--- src/rtl/alu_pkg.sv ---
`default_nettype none
// ============================================================================
//  Module      : alu_pkg
//  Description : Constants and FSM encoding shared between the ALU top-level
//                and the sequential binary-to-BCD converter.
//                ALU_WIDTH  - default width of the ALU result (Sal)
//                ALU_DIGITS - default number of BCD digits for display
//                b2b_state_e - converter FSM states (IDLE/SHIFT/DONE)
//  Revision    : 1.0 - initial release
// ============================================================================
package alu_pkg;

   localparam int ALU_WIDTH  = 8;
   // 10^ALU_DIGITS must exceed 2^ALU_WIDTH - 1 so every result fits.
   localparam int ALU_DIGITS = 3;

   typedef enum logic [1:0] {
      ST_IDLE  = 2'd0,
      ST_SHIFT = 2'd1,
      ST_DONE  = 2'd2
   } b2b_state_e;

endpackage : alu_pkg
`default_nettype wire

--- src/rtl/bcd_adj3.sv ---
`default_nettype none
// ============================================================================
//  Module      : bcd_adj3
//  Description : Double-dabble digit correction. A BCD digit of 5 or more gets
//                3 added so that the following left shift carries correctly
//                into the next decimal digit. Purely combinational.
//  Ports       : digit_i [3:0] - scratch digit before the shift
//                digit_o [3:0] - corrected digit
//  Revision    : 1.0 - initial release
// ============================================================================
module bcd_adj3 (
   input  logic [3:0] digit_i,
   output logic [3:0] digit_o
);

   // A digit >= 5 is at most 9 here, so +3 tops out at 12 and never wraps.
   assign digit_o = (digit_i >= 4'd5) ? (digit_i + 4'd3) : digit_i;

endmodule : bcd_adj3
`default_nettype wire

--- src/rtl/bin2bcd_seq.sv ---
`default_nettype none
// ============================================================================
//  Module      : bin2bcd_seq
//  Description : Sequential binary-to-BCD converter (shift-add-3), one bit per
//                clock. Sits behind the ALU: Start is the ALU Done level, Bin
//                is the ALU result Sal. Bcd[3:0] drives display6, Bcd[7:4]
//                drives display5, Bcd[11:8] drives the hundreds display.
//  Ports       : Clk      - clock, rising edge
//                Rst_n    - asynchronous active-low reset
//                Start    - request level; a rising edge starts a conversion
//                Bin      - binary value, sampled on the request edge only
//                Sign_in  - sign flag captured together with Bin
//                Busy     - conversion in progress
//                Valid    - one-cycle pulse when Bcd/Sign_out update
//                Bcd      - packed BCD digits, ones in [3:0]
//                Sign_out - sign captured with the current Bcd
//  Revision    : 1.0 - initial release
// ============================================================================
module bin2bcd_seq
   import alu_pkg::*;
#(
   parameter int WIDTH  = ALU_WIDTH,
   parameter int DIGITS = ALU_DIGITS
) (
   input  logic                  Clk,
   input  logic                  Rst_n,
   input  logic                  Start,
   input  logic [WIDTH-1:0]      Bin,
   input  logic                  Sign_in,
   output logic                  Busy,
   output logic                  Valid,
   output logic [4*DIGITS-1:0]   Bcd,
   output logic                  Sign_out
);

   localparam int BCD_W = 4 * DIGITS;
   localparam int CNT_W = $clog2(WIDTH + 1);

   b2b_state_e         state_q, state_d;
   logic               start_q;
   logic [WIDTH-1:0]   bin_q, bin_d;
   logic [BCD_W-1:0]   dig_q, dig_d;
   logic [CNT_W-1:0]   cnt_q, cnt_d;
   logic               sign_q, sign_d;
   logic [BCD_W-1:0]   bcd_q, bcd_d;
   logic               sign_out_q, sign_out_d;
   logic               valid_q, valid_d;

   logic [BCD_W-1:0]   adj_digits;
   logic               req;

   // Start is a level from the ALU; only its rising edge is a request.
   // start_q tracks Start in every state, so a level held across a whole
   // conversion cannot retrigger once the FSM is back in IDLE.
   assign req = Start & ~start_q;

   generate
      for (genvar i = 0; i < DIGITS; i++) begin : g_adj
         bcd_adj3 u_adj (
            .digit_i (dig_q[4*i +: 4]),
            .digit_o (adj_digits[4*i +: 4])
         );
      end
   endgenerate

   always_comb begin
      state_d    = state_q;
      bin_d      = bin_q;
      dig_d      = dig_q;
      cnt_d      = cnt_q;
      sign_d     = sign_q;
      bcd_d      = bcd_q;
      sign_out_d = sign_out_q;
      valid_d    = 1'b0;

      case (state_q)
         ST_IDLE: begin
            if (req) begin
               bin_d   = Bin;
               sign_d  = Sign_in;
               dig_d   = '0;
               cnt_d   = CNT_W'(WIDTH);
               state_d = ST_SHIFT;
            end
         end
         ST_SHIFT: begin
            // Correct first, then shift digits and remaining binary together.
            {dig_d, bin_d} = {adj_digits, bin_q} << 1;
            cnt_d          = cnt_q - CNT_W'(1);
            if (cnt_q == CNT_W'(1)) begin
               state_d = ST_DONE;
            end
         end
         ST_DONE: begin
            // Outputs change only here, so partial results are never visible.
            bcd_d      = dig_q;
            sign_out_d = sign_q;
            valid_d    = 1'b1;
            state_d    = ST_IDLE;
         end
         default: begin
            state_d = ST_IDLE;
         end
      endcase
   end

   always_ff @(posedge Clk or negedge Rst_n) begin
      if (!Rst_n) begin
         state_q    <= ST_IDLE;
         start_q    <= 1'b0;
         bin_q      <= '0;
         dig_q      <= '0;
         cnt_q      <= '0;
         sign_q     <= 1'b0;
         bcd_q      <= '0;
         sign_out_q <= 1'b0;
         valid_q    <= 1'b0;
      end else begin
         state_q    <= state_d;
         start_q    <= Start;
         bin_q      <= bin_d;
         dig_q      <= dig_d;
         cnt_q      <= cnt_d;
         sign_q     <= sign_d;
         bcd_q      <= bcd_d;
         sign_out_q <= sign_out_d;
         valid_q    <= valid_d;
      end
   end

   assign Busy     = (state_q != ST_IDLE);
   assign Valid    = valid_q;
   assign Bcd      = bcd_q;
   assign Sign_out = sign_out_q;

endmodule : bin2bcd_seq
`default_nettype wire

--- config.mk ---
export PLATFORM = sky130hd
export DESIGN_NAME = bin2bcd_seq
export DESIGN_NICKNAME = d
export VERILOG_FILES = /design/src/rtl/alu_pkg.sv /design/src/rtl/bcd_adj3.sv /design/src/rtl/bin2bcd_seq.sv
export SDC_FILE = /design/constraint.sdc
export NUM_CORES = 1
export LEC_CHECK = 0
export ABC_AREA = 1
export BUFFER_PORTS_ARGS = -buffer_cell sky130_fd_sc_hd__buf_2
export CAP_MARGIN = 30
export CORE_MARGIN = 10
export CORE_UTILIZATION = 45
export CTS_BUF_LIST = sky130_fd_sc_hd__clkbuf_4 sky130_fd_sc_hd__clkbuf_8 sky130_fd_sc_hd__clkbuf_16
export DETAILED_ROUTE_END_ITERATION = 8
export GPL_ROUTABILITY_DRIVEN = 1
export GPL_TIMING_DRIVEN = 0
export PLACE_DENSITY = 0.77
export REMOVE_ABC_BUFFERS = 1
export SETUP_SLACK_MARGIN = 0.15
export SYNTH_ARGS = -nofsm -noshare
export SYNTH_HDL_FRONTEND = slang
export SYNTH_SLANG_ARGS = --single-unit
export TNS_END_PERCENT = 20
--- constraint.sdc ---
create_clock -name Clk -period 3.3 [get_ports Clk]
set_input_delay 0.33 -clock Clk [delete_from_list [all_inputs] [get_ports Clk]]
set_output_delay 0.33 -clock Clk [all_outputs]
set_load 0.03 [all_outputs]
==> results.sh <==
export IMPL_hpwlAfterDp_um=2629
export IMPL_row_count=24
export IMPL_yosys_cell_types_count=23
export IMPL_finalCriticalPeriod_ps=1556
export IMPL_ant_nets=0
export IMPL_clock_sinks=42
export IMPL_synth_edf_count=0
export IMPL_clk_pin_slew_ps=70
export IMPL_ys_flop_type="dfrtp_1"
export IMPL_dieArea_um2=7640
export IMPL_wire_per_inst_um=12.51
export IMPL_die_w_um=87.41
export IMPL_finalHoldViolations=0
export IMPL_cp_cell_sequence="nor2_4, inv_1, buf_2"
export IMPL_synth_top_area_share=0.5141
export IMPL_synth_top_family_by_area="simple AND/OR/NAND/NOR gates"
export IMPL_crit_type="reg -> out"
export IMPL_vias=1616
export IMPL_cts_max_level=2
export IMPL_gr_total_overflow=0
export IMPL_grt_pass1_vias=1579
export IMPL_cts_root_buf="clkbuf_8"
export IMPL_gp_congestion=0.8492
export IMPL_grt_pass1_wl_um=6762
export IMPL_design_portCount=27
export IMPL_tns_ps=0
export IMPL_ys_seq_area_frac=0.5141
export IMPL_hold_buffers=0
export IMPL_area_delta_synth_final_pct=9.915
export IMPL_cts_buffer_depth=2
export IMPL_power_leakage_nw=1.168
export IMPL_synth_largest_area_cell="dfrtp_1"
export IMPL_firstDrtPassIters=4
export IMPL_ys_ff_latch=42
export IMPL_power_switching_w=0.0009752
export IMPL_cts_tree="yes"
export IMPL_combPwrFrac=0.462
export IMPL_yosys_area_share_simple=0.2650
export IMPL_status="finished clean"
export IMPL_instances_no_fill=307
export IMPL_powerDensity_nw_per_um2=976.9
export IMPL_syn_area_um2=2044
export IMPL_swShare=0.4442
export IMPL_synthAdderAreaFrac=0.04896
export IMPL_final_common_cell="nand2_1"
export IMPL_nNetsFinal=275
export IMPL_cts_resized=0
export IMPL_synthMuxAreaShare=0
export IMPL_first_iter_violations=70
export IMPL_drv_slew=0
export IMPL_wl_um=3841
export IMPL_seq_power_share=0.392
export IMPL_crit_fanout=7
export IMPL_internal_power_w=0.001220
export IMPL_whs_ps=174.7
export IMPL_worstSkewPairLatency_ps=280
export IMPL_synth_async_reset_ratio=1.000
export IMPL_coreArea_um2=4384
export IMPL_nFillCells=441
export IMPL_avgSynthCellArea_um2=8.889
export IMPL_vias_per_cell=5.264
export IMPL_maxCapViolCount=0
export IMPL_fp_dieH_um=87.41
export IMPL_hp_class="in -> async"
export IMPL_start_kind="flip-flop"
export IMPL_drive_above_1_share=0.1647
export IMPL_grt_max_degree=43
export IMPL_crit_slowest_cell="dfrtp_1"
export IMPL_synth_xor_area_frac=0.004284
export IMPL_yosys_top_cells_area="dfrtp_1, nand2_1, nand3_1"
export IMPL_start_util=0.4663
export IMPL_yosysWarnings=0
export IMPL_mostFrequentLayoutCells="nand2_1, dfrtp_1, nand3_1"
export IMPL_peakVddDrop_mv=0.6158
export IMPL_rsz0062_at_grt="no"
export IMPL_totalPowerFinal_w=0.002195
export IMPL_synthCells=230
export IMPL_drc=0
export IMPL_numCtsBuffers=5
export IMPL_portBuffers=26
export IMPL_timing_final_crit_share=0.4716
export IMPL_cts_setup_buffers=0
export IMPL_final_util=0.5126
export IMPL_synth_compound_area_frac=0.08017
export IMPL_clockPowerShare=0.146
export IMPL_end_kind="output pin"
export IMPL_max_freq_mhz=642.6
export IMPL_setup_viol=0
export IMPL_clock_skew_ps=2.965
export IMPL_slowest_delay_ps=470
export IMPL_slew_headroom=0.3943
export IMPL_dp_cells=300
export IMPL_crit_arrival_ps=1230
export IMPL_worst_pin_slew_ps=908.6
export IMPL_antenna_found_initial=0
export IMPL_grt_use_total=0.1078
export IMPL_critical_path_required_ps=2970
export IMPL_antennaDiodeCount=0
[layout make-up]
class	count	area, µm²	area share
flip-flops and latches	42	1051	0.4677
multi-input cells	153	814.5	0.3625
repair buffers	26	130.1	0.05791
inverters	27	102.6	0.04566
clock buffers	7	83.83	0.03731
well taps	52	65.06	0.02895
[cells by family (layout without fill, tap and decap cells)]
group	Yosys count	in the layout
AO/OA/AOI/OAI	30	30
flip-flops	42	42
adder cells (fa/ha/maj)	8	8
XOR/XNOR	1	1
AND/OR/NAND/NOR	114	114
buffers and inverters	35	60
[synth_stat cells (all sizes together) (3+ instances only)]
library cell  number
buf                8
dfrtp             42
ha                 8
inv               26
nand2             60
nand3             38
nand4             11
nor2               4
o21ai             26
o22ai              3
[final timing paths]
check	from	to	slack [ps]	depth (start not counted)
setup / recovery	state_q[0]	Busy	1740	3
hold / removal	Rst_n	Bcd[8]	170	1
setup reg to reg	state_q[0]	cnt_q[2]	1770	4
hold reg to reg	Bcd[10]	Bcd[10]	480	2
max in group asynchronous	Rst_n	bin_q[7]	2560	1
min in group Clk	Start	start_q	250	1
[power groups by stage]
stage / clock network, W / logic, W / registers (W)
after floorplan: 0 / 0.000674 / 0.000954
after global placement: 0 / 0.000997 / 0.000858
final: 0.000320 / 0.00101 / 0.000860
after global routing: 0.000353 / 0.00118 / 0.000890
after detailed placement: 0 / 0.00103 / 0.000868
after CTS: 0.000331 / 0.00103 / 0.000861
[registers in the layout, indices dropped and copies added (netlist names)]
register and count:
Bcd 12, dig_q 12, bin_q 8, cnt_q 4, state_q 2, Sign_out 1
Valid 1, sign_q 1, start_q 1
[worst max-delay path, delay by kind of cell (launching register included)]
| kind | cells | cell delay, ps |
|---|---|---|
| buffers and inverters | 2 | 240 |
| flip-flops | 1 | 470 |
| AND/OR/NAND/NOR | 1 | 240 |
[metal layers]
layer	global-route usage	part of all wire	vias to the layer above
met2	0.1720	0.47	36
met1	0.1274	0.47	762
met4	0.04493	0.0039	0
met3	0.03933	0.058	3
met5	0	0	-
li1	-	-	815
[metrics by stage]
stage,setup slack (ps),area [µm²]
global route,1643,2247
finish,1744,2247
floorplan,2059,1968
global placement,1792,2163
CTS,1721,2247
detailed placement,1767,2163
Power figures use the tool's default switching activity.
